--- src/rtl/md5_msg_padder_pkg.sv ---
// Shared constants and FSM state type for the MD5 message padder.
package md5_pkg;

  localparam int          MD5_BLOCK_WORDS      = 16;
  localparam logic [7:0]  MD5_PAD_BYTE         = 8'h80;
  localparam int          MD5_LEN_WORD         = 14;
  localparam int          MD5_MAX_SINGLE_BYTES = 55;

  typedef enum logic [1:0] {
    ST_COLLECT  = 2'd0,
    ST_PAD      = 2'd1,
    ST_WAIT_RDY = 2'd2,
    ST_SEND     = 2'd3
  } md5_pad_state_e;

endpackage

--- src/rtl/md5_msg_padder_if.sv ---
// Byte-stream input and md5 core write-port signals of the message padder.
interface md5_msg_padder_if;

  logic        in_valid;
  logic [7:0]  in_data;
  logic        in_last;
  logic        in_empty;
  logic        in_ready;
  logic        md5_rdy;
  logic        md5_write_en;
  logic [31:0] md5_msg;
  logic        busy;
  logic        msg_err;

  modport slave (
    input  in_valid, in_data, in_last, in_empty, md5_rdy,
    output in_ready, md5_write_en, md5_msg, busy, msg_err
  );

  modport master (
    output in_valid, in_data, in_last, in_empty, md5_rdy,
    input  in_ready, md5_write_en, md5_msg, busy, msg_err
  );

endinterface

--- src/rtl/md5_msg_padder.sv ---
// Packs a single-block byte message little-endian into 16 words, appends MD5
// padding and bit length, then bursts the block into the md5 core.
// Optional build macro: MD5_PAD_OVERFLOW_CHK_EN (flag and discard oversized
// messages instead of truncating them).
module md5_msg_padder
  import md5_pkg::*;
#(
  parameter int MAX_MSG_BYTES = MD5_MAX_SINGLE_BYTES
) (
  input  logic              clk,
  input  logic              rst,
  md5_msg_padder_if.slave   bus
);

  localparam logic [5:0] MAX_LEN = 6'(MAX_MSG_BYTES);
  localparam logic [3:0] LEN_WIDX = 4'(MD5_LEN_WORD);

  md5_pad_state_e state_q, state_d;
  logic [3:0]     idx_q, idx_d;
  logic           wr_en_q, wr_en_d;
  logic [31:0]    msg_q, msg_d;
  logic           err_q, err_d;
  logic [5:0]     len_q;
  logic [31:0]    buf_q [MD5_BLOCK_WORDS];

  logic           beat;
  logic           at_max;
  logic           byte_ok;
  logic           clear_blk;

  assign beat    = bus.in_valid & bus.in_ready;
  assign at_max  = (len_q == MAX_LEN);
  assign byte_ok = beat & ~bus.in_empty & ~at_max;

`ifdef MD5_PAD_OVERFLOW_CHK_EN
  logic sop_q, sop_d;
  logic ovf_now;
  logic discard;
  assign ovf_now = beat & ~bus.in_empty & at_max;
  // A message is dropped if any of its beats (including this one) overflowed.
  assign discard = (err_q & ~sop_q) | ovf_now;
`endif

  assign bus.in_ready     = ~rst & (state_q == ST_COLLECT);
  assign bus.busy         = (state_q != ST_COLLECT);
  assign bus.md5_write_en = wr_en_q;
  assign bus.md5_msg      = msg_q;
  assign bus.msg_err      = err_q;

  // FSM next-state, word-burst outputs and error flag.
  always_comb begin
    state_d   = state_q;
    idx_d     = idx_q;
    wr_en_d   = 1'b0;
    msg_d     = '0;
    err_d     = err_q;
    clear_blk = 1'b0;
`ifdef MD5_PAD_OVERFLOW_CHK_EN
    sop_d     = sop_q;
`endif
    case (state_q)
      ST_COLLECT: begin
        if (beat) begin
`ifdef MD5_PAD_OVERFLOW_CHK_EN
          if (sop_q) err_d = 1'b0;
          if (ovf_now) err_d = 1'b1;
          sop_d = bus.in_last;
          if (bus.in_last) begin
            if (discard) clear_blk = 1'b1;
            else         state_d   = ST_PAD;
          end
`else
          if (bus.in_last) state_d = ST_PAD;
`endif
        end
      end
      ST_PAD: state_d = ST_WAIT_RDY;
      ST_WAIT_RDY: begin
        if (bus.md5_rdy) begin
          state_d = ST_SEND;
          idx_d   = '0;
        end
      end
      ST_SEND: begin
        wr_en_d = 1'b1;
        msg_d   = buf_q[idx_q];
        idx_d   = idx_q + 4'd1;
        if (idx_q == 4'd15) begin
          state_d   = ST_COLLECT;
          clear_blk = 1'b1;
        end
      end
      default: state_d = ST_COLLECT;
    endcase
  end

  // Control state register with synchronous reset.
  always_ff @(posedge clk) begin
    if (rst) begin
      state_q <= ST_COLLECT;
      idx_q   <= '0;
      wr_en_q <= 1'b0;
      msg_q   <= '0;
      err_q   <= 1'b0;
`ifdef MD5_PAD_OVERFLOW_CHK_EN
      sop_q   <= 1'b1;
`endif
    end else begin
      state_q <= state_d;
      idx_q   <= idx_d;
      wr_en_q <= wr_en_d;
      msg_q   <= msg_d;
      err_q   <= err_d;
`ifdef MD5_PAD_OVERFLOW_CHK_EN
      sop_q   <= sop_d;
`endif
    end
  end

  // Block buffer: byte-lane writes while collecting, pad/length insert, clear.
  always_ff @(posedge clk) begin
    if (rst || clear_blk) begin
      for (int w = 0; w < MD5_BLOCK_WORDS; w++) buf_q[w] <= '0;
      len_q <= '0;
    end else if (byte_ok) begin
      buf_q[len_q[5:2]][{len_q[1:0], 3'b000} +: 8] <= bus.in_data;
      len_q <= len_q + 6'd1;
    end else if (state_q == ST_PAD) begin
      buf_q[len_q[5:2]][{len_q[1:0], 3'b000} +: 8] <= MD5_PAD_BYTE;
      buf_q[LEN_WIDX] <= {23'd0, len_q, 3'b000};
    end
  end

endmodule

--- src/flat_wrapper.sv ---
// flat-port wrapper written by rule: the top's interface ports become plain ports
module md5_msg_padder_flat import md5_pkg::*;
#(
  parameter int MAX_MSG_BYTES = MD5_MAX_SINGLE_BYTES
)
  (clk, rst, bus_in_valid, bus_in_data, bus_in_last, bus_in_empty, bus_md5_rdy, bus_in_ready, bus_md5_write_en, bus_md5_msg, bus_busy, bus_msg_err);
  md5_msg_padder_if bus_i ();
  input  logic clk;
  input  logic rst;
  input wire logic [$bits(bus_i.in_valid)-1:0] bus_in_valid;
  input wire logic [$bits(bus_i.in_data)-1:0] bus_in_data;
  input wire logic [$bits(bus_i.in_last)-1:0] bus_in_last;
  input wire logic [$bits(bus_i.in_empty)-1:0] bus_in_empty;
  input wire logic [$bits(bus_i.md5_rdy)-1:0] bus_md5_rdy;
  output wire logic [$bits(bus_i.in_ready)-1:0] bus_in_ready;
  output wire logic [$bits(bus_i.md5_write_en)-1:0] bus_md5_write_en;
  output wire logic [$bits(bus_i.md5_msg)-1:0] bus_md5_msg;
  output wire logic [$bits(bus_i.busy)-1:0] bus_busy;
  output wire logic [$bits(bus_i.msg_err)-1:0] bus_msg_err;
  assign bus_i.in_valid = bus_in_valid;
  assign bus_i.in_data = bus_in_data;
  assign bus_i.in_last = bus_in_last;
  assign bus_i.in_empty = bus_in_empty;
  assign bus_i.md5_rdy = bus_md5_rdy;
  assign bus_in_ready = bus_i.in_ready;
  assign bus_md5_write_en = bus_i.md5_write_en;
  assign bus_md5_msg = bus_i.md5_msg;
  assign bus_busy = bus_i.busy;
  assign bus_msg_err = bus_i.msg_err;
  md5_msg_padder #(.MAX_MSG_BYTES(MAX_MSG_BYTES)) u_core (.clk(clk), .rst(rst), .bus(bus_i));
endmodule
--- config.mk ---
export PLATFORM = sky130hd
export DESIGN_NAME = md5_msg_padder_flat
export DESIGN_NICKNAME = d
export VERILOG_FILES = /design/src/rtl/md5_msg_padder_pkg.sv /design/src/rtl/md5_msg_padder_if.sv /design/src/rtl/md5_msg_padder.sv /design/src/flat_wrapper.sv
export SDC_FILE = /design/constraint.sdc
export NUM_CORES = 1
export LEC_CHECK = 0
export CAP_MARGIN = 20
export CORE_MARGIN = 4
export CORE_UTILIZATION = 29
export DETAILED_ROUTE_END_ITERATION = 10
export HOLD_SLACK_MARGIN = 0.15
export PLACE_DENSITY = 0.55
export SKIP_CTS_REPAIR_TIMING = 1
export SLEW_MARGIN = 30
export SYNTH_ARGS = -nofsm -noshare
export SYNTH_HDL_FRONTEND = slang
export SYNTH_SLANG_ARGS = --single-unit
--- constraint.sdc ---
create_clock -name clk -period 3.01 [get_ports clk]
set_input_delay 0.301 -clock clk [delete_from_list [all_inputs] [get_ports clk]]
set_output_delay 0.301 -clock clk [all_outputs]
set_load 0.05 [all_outputs]
==> results.py <==
metrics = {
    "sta": {
        "hold_violations": 0,
        "finalCriticalPeriod_ns": 2.65,
        "max_freq_mhz": 377,
        "worst_hold_slack_ns": 0.487,
        "tightest_slew_ns": 0.796,
        "rsz0062_at_grt": "false",
        "tns_ns": 0,
        "skew_ns": 0.0142,
        "slew_viol_final": 0,
        "setup_viol": 0,
        "timing.final.crit_share_pct": 88.2,
        "slew_headroom_pct": 46.8,
    },
    "finish": {
        "drive_gt1_share_pct": 17.1,
        "final_common_cell": "edfxtp_1",
        "n_fill_cell": 8271,
        "nNetsFinal": 2057,
        "final_cell_mix": "512 x edfxtp_1, 454 x nor2_1, 191 x mux2i_1",
        "areaGrowthSynthToFinish_pct": 18.9,
    },
    "power_and_ir_drop": {
        "total_power_uw": 18400,
        "pwr-share-clk_pct": 42.8,
        "power_frac_seq_pct": 49.1,
        "swShare_pct": 22.5,
        "power.density_nw_per_um2": 628,
        "netSwitchingPower_uw": 4130,
        "p_int_uw": 14200,
        "p_leak_uw": 0.00919,
        "peakVddDrop_mv": 0.419,
        "combPwrFrac_pct": 8.0,
    },
    "worst_setup_path": {
        "cp_max_fo": 15,
        "cp.depth": 7,
        "crit_buf_inv": 2,
        "crit_type": "reg2reg",
        "cp_slowest_stage_delay_ns": 0.51,
        "regToRegStartpoint": "u_core.len_q[1]",
        "start_kind": "register",
        "worst-r2r-cell-count": 7,
        "crit_path_start": "u_core.len_q[1]",
        "worst_ep_required_time_ns": 3.49,
        "critPathSlowestCell": "a211oi_2",
        "cp_top_family": "simple AND/OR/NAND/NOR gates",
        "path_cells": "inv_1 -> ha_1 -> or3b_2 -> a211oi_2 -> nand3_1 -> buf_4 -> nor2_1",
        "endpoint_kind": "register",
        "cp.arrival_ns": 3.13,
    },
    "route": {
        "dr.pass1.iters": 6,
        "vias": 15768,
        "wire_per_inst_um": 21.4,
        "routed_wl_um": 68900,
        "drcViolationCount": 0,
        "drt_iter0_drc": 1423,
        "postRouteAntennaNets": 0,
        "routed_via_density": 4.90,
    },
    "grt": {
        "grt-ovfl-total": 0,
        "grt_max_degree": 97,
        "first_global_vias": 16176,
        "antenna_found_initial": 1,
        "grt_usage_pct": 15.2,
        "grt_pass1_wl_um": 103000,
    },
    "yosys": {
        "synthesis.area_um2": 24600,
        "synth.distinct_cells": 53,
        "yosysSeqAreaShare_pct": 66.2,
        "async_reset_ff_share_pct": 0,
        "yosys_most_used_dff": "edfxtp_1",
        "synth.avg_cell_area_um2": 12.8,
        "synth_edf_count": 512,
        "synth-seq-cells": 557,
        "ys_warn_count": 0,
        "syn_inst": 1915,
    },
    "placement": {
        "gp_congestion": 0.835,
        "io_buffers": 48,
        "dpl.hpwl_um": 42900,
    },
    "floorplan": {
        "die_h_um": 299,
        "rows": 106,
        "placeableCoreArea_um2": 83800,
        "die_w_um": 299,
        "initial_utilization_pct": 29.3,
        "ios": 50,
        "dieArea_um2": 89500,
    },
    "hold_path": {
        "min_delay_path_depth": 4,
        "hold_path.class": "in2reg",
        "worstHoldStart": "bus_md5_rdy",
    },
    "clock_tree": {
        "clkSlewWorstSetupHoldPaths_ns": 0.06,
        "clk_path_buf_depth": 3,
        "clock_latency_ns": 0.62,
        "clock_sinks": 557,
        "htree_levels": 2,
        "cts_tree": "yes",
        "cts_buffers": 60,
        "root_buffer": "clkbuf_16",
    },
    "run": {
        "cap_violations": 0,
    },
    "outcome": {
        "status": "finished, final reports clean",
    },
}
[layout make-up]
| type | instances | area [um2] | share of cell area, % |
|---|---|---|---|
| diodes | 1 | 2.50 | 0.00856 |
| clock buffers | 78 | 1630 | 5.58 |
| clock inverters | 33 | 467 | 1.60 |
| inverters | 9 | 33.8 | 0.116 |
| multi-input cells | 1188 | 7580 | 25.9 |
| flip-flops and latches | 557 | 16300 | 55.7 |
| well taps | 1134 | 1420 | 4.85 |
| repair buffers | 217 | 1820 | 6.24 |
[worst reg2reg max path, cell delays in order, from the launching register on]
cell,delay (ns)
dfxtp_1,0.46
inv_1,0.10
ha_1,0.40
or3b_2,0.50
a211oi_2,0.51
nand3_1,0.15
buf_4,0.26
nor2_1,0.13
[through the flow]
step                utilization [%]  cells  instance area, um2  setup WS (ns)
floorplan                         -   1922               24600          0.404
global placement               32.4   3105               27100          0.361
detailed placement             32.4   3105               27100          0.345
CTS                            34.9   3216               29200          0.378
global route                   34.9   3216               29200          0.161
finish                         34.9   3217               29200          0.356
[kinds of logic after synthesis]
group,synth area share (%)
buffers and inverters,3.24
muxes,10.8
other,0.0153
DFF,66.2
adders and majority gates,0.509
and+or+nand+nor,13.0
AOI/OAI and AO/OA,6.09
xor gates and xnor gates,0.107
[state kept, by name, summed over array words and instances, names as in the netlist]
name	flops
u_core.buf_q	512
u_core.bus.md5_msg	32
u_core.len_q	6
u_core.idx_q	4
u_core.state_q	2
u_core.bus.md5_write_en	1
[per-layer routing]
metal  share of wire (%)  track usage, %  up-vias
met4                 2.5            4.23        0
met5                   0               0        -
li1                    -               -     7154
met2                  50            26.2      538
met3                 7.1            2.67      107
met1                  40            19.7     7969
[final timing paths]
path,end,slack [ns]
hold / removal,u_core.idx_q[0],0.49
setup / recovery,u_core.buf_q[8][6],0.36
hold reg to reg,u_core.state_q[1],0.57
setup reg to reg,u_core.buf_q[8][6],0.36
[power by group through the flow]
stage               sequential (uW)  clock [uW]  combinational [uW]
floorplan                      9170           0                 888
global placement               9170           0                1460
detailed placement             9190           0                1480
CTS                            9030        8010                1490
global route                   9060        8380                1590
finish                         9020        7860                1480
[cell usage after synthesis, drive strengths merged, types with 2 or more instances]
library cell | n | area share (%)
a211oi | 5 | 0.24
a21oi | 10 | 0.20
a22o | 5 | 0.18
a22oi | 97 | 3.0
a32oi | 3 | 0.11
and2 | 21 | 0.53
and3 | 10 | 0.25
and4b | 2 | 0.081
buf | 58 | 1.4
clkbuf | 110 | 1.7
dfxtp | 45 | 3.7
edfxtp | 512 | 63
ha | 10 | 0.51
inv | 9 | 0.14
mux2i | 191 | 7.8
mux4 | 33 | 3.0
nand2 | 68 | 1.0
nand2b | 35 | 0.89
nand3 | 59 | 1.6
nand3b | 2 | 0.061
nand4b | 2 | 0.071
nand4bb | 2 | 0.092
nor2 | 491 | 7.9
nor2b | 8 | 0.20
nor3 | 5 | 0.10
o21ai | 103 | 2.1
or3b | 2 | 0.071
xnor2 | 2 | 0.071
Power figures use the tool's default switching activity.
